`src/rtl/tube_field_gen.sv`:
```
// Scrolling obstacle field: loads, scrolls and respawns NUM_TUBES tubes, tracks score and level.
// Optional macro TUBE_FIELD_EXT_TICK_EN: moves are paced by frame_tick instead of the TICK_MAX counter.
module tube_field_gen #(
    parameter int          NUM_TUBES     = 3,
    parameter int          SCREEN_WIDTH  = 1024,
    parameter int          SCREEN_HEIGHT = 768,
    parameter int          TUBE_WIDTH    = 120,
    parameter int          TUBE_SPACING  = 400,
    parameter int          GAP_MAX       = 400,
    parameter int          GAP_MIN       = 200,
    parameter int          GAP_STEP      = 25,
    parameter int          GAP_MARGIN    = 50,
    parameter int          SPEED_MIN     = 2,
    parameter int          SPEED_MAX     = 6,
    parameter int          LEVEL_STEP    = 5,
    parameter int          BIRD_X        = 200,
    parameter int          TICK_MAX      = 1_000_000,
    parameter logic [15:0] LFSR_SEED     = 16'hACE1
) (
    input  logic                             clk,
    input  logic                             rst,
    input  logic                             game_rst,
    input  logic                             run,
    input  logic                             frame_tick,
    output logic [NUM_TUBES-1:0][10:0]       tube_x,
    output logic [NUM_TUBES-1:0][10:0]       gap_y,
    output logic [NUM_TUBES-1:0][9:0]        gap_h,
    output logic                             ready,
    output logic                             pass_pulse,
    output logic [15:0]                      score,
    output logic [3:0]                       level
);
    localparam int RAND_RANGE = SCREEN_HEIGHT - GAP_MAX - 2*GAP_MARGIN;
    localparam int IDX_W      = $clog2(NUM_TUBES);

    if (SCREEN_WIDTH + TUBE_WIDTH + (NUM_TUBES-1)*TUBE_SPACING > 2047) begin : g_width_chk
        $error("tube_field_gen: field does not fit the 11-bit tube_x");
    end
    if (TUBE_SPACING <= SPEED_MAX) begin : g_spacing_chk
        $error("tube_field_gen: TUBE_SPACING must exceed SPEED_MAX");
    end

    typedef enum logic [1:0] {S_LOAD, S_IDLE, S_RUN} state_t;

    state_t                     state_q, state_d;
    logic [IDX_W-1:0]           load_idx_q, load_idx_d;
    logic [15:0]                lfsr_q, lfsr_d;
    logic [NUM_TUBES-1:0][10:0] tube_x_q, tube_x_d, gap_y_q, gap_y_d;
    logic [NUM_TUBES-1:0][9:0]  gap_h_q, gap_h_d;
    logic                       ready_q, ready_d, pass_q, pass_d;
    logic [15:0]                score_q, score_d;
    logic [3:0]                 level_q, level_d;
    logic [10:0]                cur_speed, new_gap_y;
    logic [9:0]                 cur_gap;
    logic                       tick, passed;
    int                         spd_i, gap_i, rnd_i;

    function automatic logic [10:0] x_init(input int i);
        return 11'(SCREEN_WIDTH + TUBE_WIDTH + i*TUBE_SPACING);
    endfunction

    // Difficulty derived from the registered level, so a level-up applies from the next move.
    always_comb begin
        spd_i = SPEED_MIN + int'(level_q);
        if (spd_i > SPEED_MAX) spd_i = SPEED_MAX;
        gap_i = GAP_MAX - int'(level_q) * GAP_STEP;
        if (gap_i < GAP_MIN) gap_i = GAP_MIN;
        rnd_i = int'(lfsr_q % 16'(RAND_RANGE));
        cur_speed = 11'(spd_i);
        cur_gap   = 10'(gap_i);
        new_gap_y = 11'(GAP_MARGIN + rnd_i + (GAP_MAX - gap_i) / 2);
    end

`ifdef TUBE_FIELD_EXT_TICK_EN
    assign tick = frame_tick;
`else
    localparam int CNT_W = (TICK_MAX > 1) ? $clog2(TICK_MAX) : 1;
    logic [CNT_W-1:0] cnt_q, cnt_d;
    logic             unused_frame_tick;

    assign unused_frame_tick = frame_tick;
    assign tick = (cnt_q == CNT_W'(TICK_MAX - 1));

    always_comb begin
        cnt_d = '0;
        if (state_q == S_RUN && run && !game_rst && !tick) cnt_d = cnt_q + 1'b1;
    end

    always_ff @(posedge clk or posedge rst) begin
        if (rst) cnt_q <= '0;
        else     cnt_q <= cnt_d;
    end
`endif

    always_comb begin
        state_d    = state_q;
        load_idx_d = load_idx_q;
        tube_x_d   = tube_x_q;
        gap_y_d    = gap_y_q;
        gap_h_d    = gap_h_q;
        ready_d    = ready_q;
        pass_d     = 1'b0;
        score_d    = score_q;
        level_d    = level_q;
        passed     = 1'b0;
        lfsr_d     = {lfsr_q[14:0], lfsr_q[15] ^ lfsr_q[13] ^ lfsr_q[12] ^ lfsr_q[10]};
        if (game_rst) begin
            state_d    = S_LOAD;
            load_idx_d = '0;
            ready_d    = 1'b0;
            score_d    = '0;
            level_d    = '0;
        end else begin
            case (state_q)
                S_LOAD: begin
                    for (int i = 0; i < NUM_TUBES; i++) begin
                        if (i == int'(load_idx_q)) begin
                            tube_x_d[i] = x_init(i);
                            gap_y_d[i]  = new_gap_y;
                            gap_h_d[i]  = cur_gap;
                        end
                    end
                    if (load_idx_q == IDX_W'(NUM_TUBES - 1)) begin
                        load_idx_d = '0;
                        ready_d    = 1'b1;
                        state_d    = run ? S_RUN : S_IDLE;
                    end else begin
                        load_idx_d = load_idx_q + 1'b1;
                    end
                end
                S_IDLE: if (run) state_d = S_RUN;
                S_RUN: begin
                    if (!run) begin
                        state_d = S_IDLE;
                    end else if (tick) begin
                        for (int i = 0; i < NUM_TUBES; i++) begin
                            if (tube_x_q[i] <= cur_speed) begin
                                tube_x_d[i] = tube_x_q[i] + 11'(NUM_TUBES * TUBE_SPACING) - cur_speed;
                                gap_y_d[i]  = new_gap_y;
                                gap_h_d[i]  = cur_gap;
                            end else begin
                                tube_x_d[i] = tube_x_q[i] - cur_speed;
                                if (tube_x_q[i] > 11'(BIRD_X) && tube_x_d[i] <= 11'(BIRD_X))
                                    passed = 1'b1;
                            end
                        end
                        if (passed) begin
                            pass_d = 1'b1;
                            if (score_q != 16'hFFFF) begin
                                score_d = score_q + 16'd1;
                                if (score_d % 16'(LEVEL_STEP) == 16'd0 && level_q != 4'hF)
                                    level_d = level_q + 4'd1;
                            end
                        end
                    end
                end
                default: state_d = S_LOAD;
            endcase
        end
    end

    always_ff @(posedge clk or posedge rst) begin
        if (rst) begin
            state_q    <= S_LOAD;
            load_idx_q <= '0;
            lfsr_q     <= LFSR_SEED;
            for (int i = 0; i < NUM_TUBES; i++) begin
                tube_x_q[i] <= x_init(i);
                gap_y_q[i]  <= 11'((SCREEN_HEIGHT - GAP_MAX) / 2);
                gap_h_q[i]  <= 10'(GAP_MAX);
            end
            ready_q <= 1'b0;
            pass_q  <= 1'b0;
            score_q <= '0;
            level_q <= '0;
        end else begin
            state_q    <= state_d;
            load_idx_q <= load_idx_d;
            lfsr_q     <= lfsr_d;
            tube_x_q   <= tube_x_d;
            gap_y_q    <= gap_y_d;
            gap_h_q    <= gap_h_d;
            ready_q    <= ready_d;
            pass_q     <= pass_d;
            score_q    <= score_d;
            level_q    <= level_d;
        end
    end

    assign tube_x     = tube_x_q;
    assign gap_y      = gap_y_q;
    assign gap_h      = gap_h_q;
    assign ready      = ready_q;
    assign pass_pulse = pass_q;
    assign score      = score_q;
    assign level      = level_q;
endmodule

```
`config.mk`:
```
export PLATFORM = sky130hd
export DESIGN_NAME = tube_field_gen
export DESIGN_NICKNAME = d
export VERILOG_FILES = /design/src/rtl/tube_field_gen.sv
export SDC_FILE = /design/constraint.sdc
export NUM_CORES = 1
export LEC_CHECK = 0
export ABC_CLOCK_PERIOD_IN_PS = 25200
export CAP_MARGIN = 20
export CORE_MARGIN = 2
export CORE_UTILIZATION = 60
export DETAILED_ROUTE_END_ITERATION = 10
export DONT_BUFFER_PORTS = 1
export PLACE_DENSITY = 0.76
export SYNTH_ARGS = -nofsm -noshare
export SYNTH_HDL_FRONTEND = slang
export SYNTH_SLANG_ARGS = --single-unit
```
`constraint.sdc`:
```
create_clock -name clk -period 25.2 [get_ports clk]
set_input_delay 5.04 -clock clk [delete_from_list [all_inputs] [get_ports clk]]
set_output_delay 5.04 -clock clk [all_outputs]
set_load 0.01 [all_outputs]
```
Word-level counts from Yosys, hierarchy flattened
Cells that the tools add are included.
{"block": "totals", "regBits": 158, "latchBits": 0, "ramBits": 0, "romBits": 0, "in_bits": 5, "word_cells": 175, "n_memories": 0}
{"block": "classes", "n_addsub": 19, "multipliers": 1, "div": 2, "n_lt_le_gt_ge": 11, "n_eq_ne": 19, "shift": 0, "muxes": 70, "bitwise": 5, "reduce_logical": 31}
{"cell": "11-bit two-way mux", "count": 12}
{"cell": "33-bit two-way mux", "count": 4}
{"cell": "33-bit case mux with 2 select lines", "count": 2}
{"cell": "16-bit two-way mux", "count": 6}
{"cell": "11-bit subtractor", "count": 6}
{"cell": "10-bit two-way mux", "count": 6}
{"cell": "30-bit two-way mux", "count": 2}
{"cell": "30-bit case mux with 2 select lines", "count": 1}
{"cell": "11-bit adder, second input constant", "count": 3}
{"cell": "11-bit by 8-bit > comparator with 1-bit output, second input constant", "count": 3}
{"cell": "11-bit <= comparator", "count": 3}
{"cell": "11-bit by 8-bit <= comparator with 1-bit output, second input constant", "count": 3}
{"cell": "16-bit by 9-bit remainder unit with 32-bit output, second input constant", "count": 1}
{"cell": "32-bit two-way mux", "count": 1}
{"cell": "10-bit by 32-bit subtractor with 32-bit output, first input constant", "count": 1}
{"cell": "4-bit two-way mux", "count": 7}
{"cell": "6-bit AND reduction", "count": 4}
{"cell": "20-bit by 1-bit adder with 20-bit output, second input constant", "count": 1}
{"cell": "20-bit == test, second input constant", "count": 1}
{"cell": "20-bit two-way mux", "count": 1}
{"cell": "5-bit AND reduction", "count": 4}
{"cell": "1-bit two-way mux", "count": 18}
{"cell": "2-bit nonzero test", "count": 9}
{"cell": "16-bit by 1-bit adder with 16-bit output, second input constant", "count": 1}
{"cell": "other kinds (31)", "count": 58}

Longest topological paths before layout
{"block": "logic_depth", "word_depth": 21, "mapped_depth": 47}

Worst setup path after synthesis
OpenSTA, ideal clock, no wires.
{"block": "synth_path", "path_type": "register -> register", "startpoint": "register lfsr_q[14]", "endpoint": "register gap_y_q (netlist bit gap_y[10])", "setup_time_ns": 0.087, "t_arrival_ns": 8.745, "slack_ns": 16.368, "path_stages_with_launch": 44, "cell_sequence": "dfrtp_1 -> nor4_2 -> nand2_1 -> ha_1 -> nand2b_1 -> a32oi_1 -> nand2_2 -> and3_1 -> o2bb2a_4 -> a21oi_2 -> o221ai_2 -> a31oi_2 -> a221oi_4 -> or3_1 -> buf_4 -> nor2_4 -> a32oi_2 -> and2_1 -> (+8 left out) -> nand2b_2 -> xor2_1 -> ha_1 -> ha_1 -> a21o_1 -> a21oi_1 -> o21bai_1 -> a21oi_1 -> o21bai_1 -> a21oi_1 -> o21bai_1 -> a21oi_1 -> xnor2_1 -> xnor2_1 -> nand2b_1 -> nor3_1 -> a31oi_1 -> o211ai_1"}
{"block": "synth_between", "elab_chain_len": 7}
{"element": "start: declaration", "line_no": "47", "source": "logic [15:0] lfsr_q, lfsr_d;"}
{"element": "start signal: assignment", "line_no": "179", "source": "lfsr_q <= lfsr_d;"}
{"element": "16-bit by 9-bit remainder unit with 32-bit output (*)", "line_no": "68", "source": "rnd_i = int'(lfsr_q % 16'(RAND_RANGE));"}
{"element": "7-bit by 11-bit adder with 11-bit output (*)", "line_no": "71", "source": "new_gap_y = 11'(GAP_MARGIN + rnd_i + (GAP_MAX - gap_i) / 2);"}
{"element": "11-bit adder (*)", "line_no": "71"}
{"element": "11-bit two-way mux", "line_no": "137", "source": "if (tube_x_q[i] <= cur_speed) begin"}
{"element": "33-bit two-way mux", "line_no": "135", "source": "end else if (tick) begin"}
{"element": "33-bit two-way mux", "line_no": "133", "source": "if (!run) begin"}
{"element": "33-bit case mux with 2 select lines (*)", "line_no": "114", "source": "case (state_q)"}
{"element": "end signal: indexed assignment", "line_no": "169", "source": "gap_y_q[i] <= 11'((SCREEN_HEIGHT - GAP_MAX) / 2);"}
{"element": "end signal: assignment", "line_no": "181", "source": "gap_y_q <= gap_y_d;"}
{"element": "end: declaration", "line_no": "48", "source": "logic [NUM_TUBES-1:0][10:0] tube_x_q, tube_x_d, gap_y_q, gap_y_d;"}
Every way passes the cells marked *; elsewhere a longest branch is shown, timed or not. The select of a mux whose other input is x is not followed.
A chain may end at the register's enable or synchronous reset.

Worst setup path after layout
{"block": "layout_path", "startpoint": "register lfsr_q[14]", "endpoint": "register gap_y_q (netlist bit gap_y[21])"}
The elaborated chain is that of the path after synthesis.

==> flow_summary.json <==
{
  "status": "finished, final reports clean",
  "initialDrtViolationCount": 1213,
  "layout_min_cycle_time_ns": 11.38,
  "start_util": 0.6086,
  "fmax_ghz": 0.08784,
  "ant_nets": 0,
  "core-area_um2": 25110,
  "min_period_over_period": 0.4517,
  "dp_slack_ns": 14.21,
  "ctsResizeCount": 0,
  "antenna_found_initial": 0,
  "async_flop_share": 1.000,
  "final_util": 0.6438,
  "synth_edf_count": 0,
  "whs_ns": 0.4241,
  "r2r-start": "lfsr_q[14]$_DFF_PP0_",
  "die_x_um": 163.6,
  "irDropWorstVdd_mv": 0.03990,
  "p_int_mw": 0.5123,
  "reg2reg_to": "gap_y[21]$_DFFE_PP0P_",
  "hold_path_depth": 0,
  "numCtsBuffers": 17,
  "cts_htree_levels": 4,
  "routed-via-count": 14060,
  "yosys_warnings": 0,
  "dp.cells": 2133,
  "cts.root.buffer_cell": "clkbuf_16",
  "maxCapViolations": 0,
  "pwr-share-comb": 0.266,
  "synth_area_per_cell_um2": 8.252,
  "setup-tns-final_ns": 0,
  "synth_cell_types": 120,
  "grt_max_degree": 88,
  "drc": 0,
  "wl_um": 40030,
  "overflow": 0,
  "routedWlPerCell_um": 18.47,
  "fillCellCount": 2205,
  "hold_path_class": "reg -> reg",
  "rsz0062_at_grt": "false",
  "critPathKind": "reg -> reg",
  "syn2layout_area_growth_pct": 5.780,
  "reg2reg_slack_ns": 13.82,
  "worst_setup_path_end_kind": "register",
  "die-area_um2": 26760,
  "syn_inst": 1852,
  "setup_viol": 0,
  "power.switching_mw": 0.3124,
  "cp_common_cell": "a21oi_1",
  "cp_max_fo": 15,
  "holdPathEnd": "lfsr_q[2]$_DFF_PP0_",
  "cts.sinks": 158,
  "cts_tree": "done",
  "cellPowerDensity_nw_per_um2": 51.02,
  "dp_hpwl_um": 29350,
  "die_h_um": 163.6,
  "final_cells": 2167,
  "cts_setup_buffers": 0,
  "p_seq_frac": 0.403,
  "leakage_nw": 6.869,
  "grt_pass1_wl_um": 66250,
  "worstPathArrival_ns": 11.74,
  "critPathTopFamily": "compound AO/OA/AOI/OAI gates",
  "gp_congestion": 0.9289,
  "p_sw_frac": 0.3788,
  "ys_ff_latch": 158,
  "final_cell_mix": "nand2_1 (197), o21ai_0 (133), nor2_1 (126)",
  "ios": 123,
  "via_per_inst": 6.487,
  "max_stage_delay_ns": 0.61,
  "p_clk_frac": 0.331,
  "total_power_mw": 0.8248,
  "cp.buffers_inverters": 0,
  "yosysSeqAreaShare": 0.2622,
  "track_usage": 0.3002,
  "clkTransAtPathRegs_ns": 0.07,
  "slowest_stage": "dfrtp_1",
  "place_area_um2": 15510,
  "insertion_delay_ns": 0.45,
  "tightest_slew_ns": 1.044,
  "final_common_cell": "nand2_1",
  "grt_pass1_vias": 13400,
  "stdcell_area_um2": 16170,
  "skew_ns": 0.01817,
  "hold_start": "lfsr_q[1]$_DFF_PP0_",
  "synth-main-ff-cell": "dfrtp_1",
  "numPortBuffers": 0,
  "hold_buffers": 0,
  "rr_worst_depth": 41,
  "rows": 58,
  "cp-start-kind": "register",
  "netlist_area_um2": 15280,
  "relSlewSlack": 0.2996,
  "drv_slew": 0,
  "cts_max_path_buffers": 2,
  "final_nets": 1950,
  "hold_violations": 0,
  "drt_pass1_iterations": 6,
  "required_ns": 25.56,
  "layout_setup_ws_ns": 13.82,
  "layout-drive-gt1-share": 0.1159,
  "antenna_cells": 0
}
[final cells by class]
type                    instances  area (µm²)  share of cell area
flip-flops and latches        158        4008              0.2479
repair buffers                 12       87.58            0.005418
well taps                     330       412.9             0.02554
clock inverters                15       216.5             0.01339
multi-input cells            1526       10600              0.6558
clock buffers                  17       425.4             0.02632
inverters                     109       414.1             0.02562
[logic make-up after synthesis]
logic type | Yosys count | share of synthesized area
AND/OR/NAND/NOR | 685 | 0.2253
AO/OA/AOI/OAI | 534 | 0.2505
buffers and inverters | 181 | 0.04749
flip-flops | 158 | 0.2622
adder cells (fa/ha/maj) | 125 | 0.1106
XOR/XNOR | 120 | 0.07025
multiplexers | 47 | 0.03308
other | 2 | 0.0004914
[routing by layer]
layer,GRT usage,wire length [µm],up-vias
met5,0,0,-
li1,-,-,6740
met4,0.08214,654,0
met3,0.06704,2877,62
met2,0.5063,19170,487
met1,0.3886,17320,6768
[power groups by stage]
stage	Sequential (mW)	Combinational, mW	Clock (mW)
2_1_floorplan	0.323	0.171	0
3_3_place_gp	0.336	0.206	0
3_5_place_dp	0.336	0.214	0
4_1_cts	0.332	0.217	0.276
5_1_grt	0.336	0.247	0.287
6_report	0.332	0.219	0.273
[worst register-to-register path, delay by kind of cell, from the launching register on]
kind / cells / cell delay (ns)
AOI/OAI and AO/OA: 25 / 6.37
and+or+nand+nor: 10 / 2.48
xor gates and xnor gates: 3 / 0.89
DFF: 1 / 0.61
adders and majority gates: 3 / 0.92
[state kept, by name, indices dropped and copies added, names as in the netlist]
register	flops
pass_pulse	1
tube_x	33
cnt_q	20
level	4
ready	1
gap_y	33
lfsr_q	16
load_idx_q	2
gap_h	30
state_q	2
score	16
[Yosys cell counts (all sizes together) (6+ instances only)]
cell,number,share of area
a211o,11,0.0070
a211oi,23,0.012
a21o,23,0.011
a21oi,103,0.035
a221o,6,0.0039
a221oi,8,0.0080
a22oi,13,0.0067
a31o,10,0.0057
a31oi,32,0.014
and2,26,0.011
and3,32,0.013
and4,7,0.0040
buf,30,0.010
clkbuf,42,0.010
dfrtp,115,0.19
dfstp,43,0.074
fa,18,0.024
ha,103,0.084
inv,107,0.026
mux2,25,0.019
mux2i,22,0.014
nand2,201,0.050
nand2b,18,0.0075
nand3,81,0.027
nand4,23,0.0098
nor2,130,0.033
nor2b,21,0.0088
nor3,64,0.022
nor4,24,0.012
o2111ai,7,0.0040
o211a,6,0.0039
o211ai,16,0.0088
o21a,6,0.0029
o21ai,154,0.052
o21bai,10,0.0049
o221ai,12,0.0077
o22ai,11,0.0045
o311ai,10,0.0095
o31ai,14,0.0084
or2,15,0.0061
or3,21,0.0089
xnor2,76,0.045
xor2,44,0.025
[worst max path at each step]
stage	startpoint	depth (start not counted)	slack (ns)	to
detailed placement	lfsr_q[14]$_DFF_PP0_	41	14.21	gap_y[21]$_DFFE_PP0P_
global route	lfsr_q[14]$_DFF_PP0_	41	13.22	gap_y[21]$_DFFE_PP0P_
floorplan	rst	1	15.97	cnt_q[0]$_DFF_PP0_
finish	lfsr_q[14]$_DFF_PP0_	41	13.82	gap_y[21]$_DFFE_PP0P_
global placement	lfsr_q[14]$_DFF_PP0_	41	14.66	gap_y[21]$_DFFE_PP0P_
CTS	lfsr_q[14]$_DFF_PP0_	41	14.12	gap_y[21]$_DFFE_PP0P_
(Power assumes the default switching activity.)
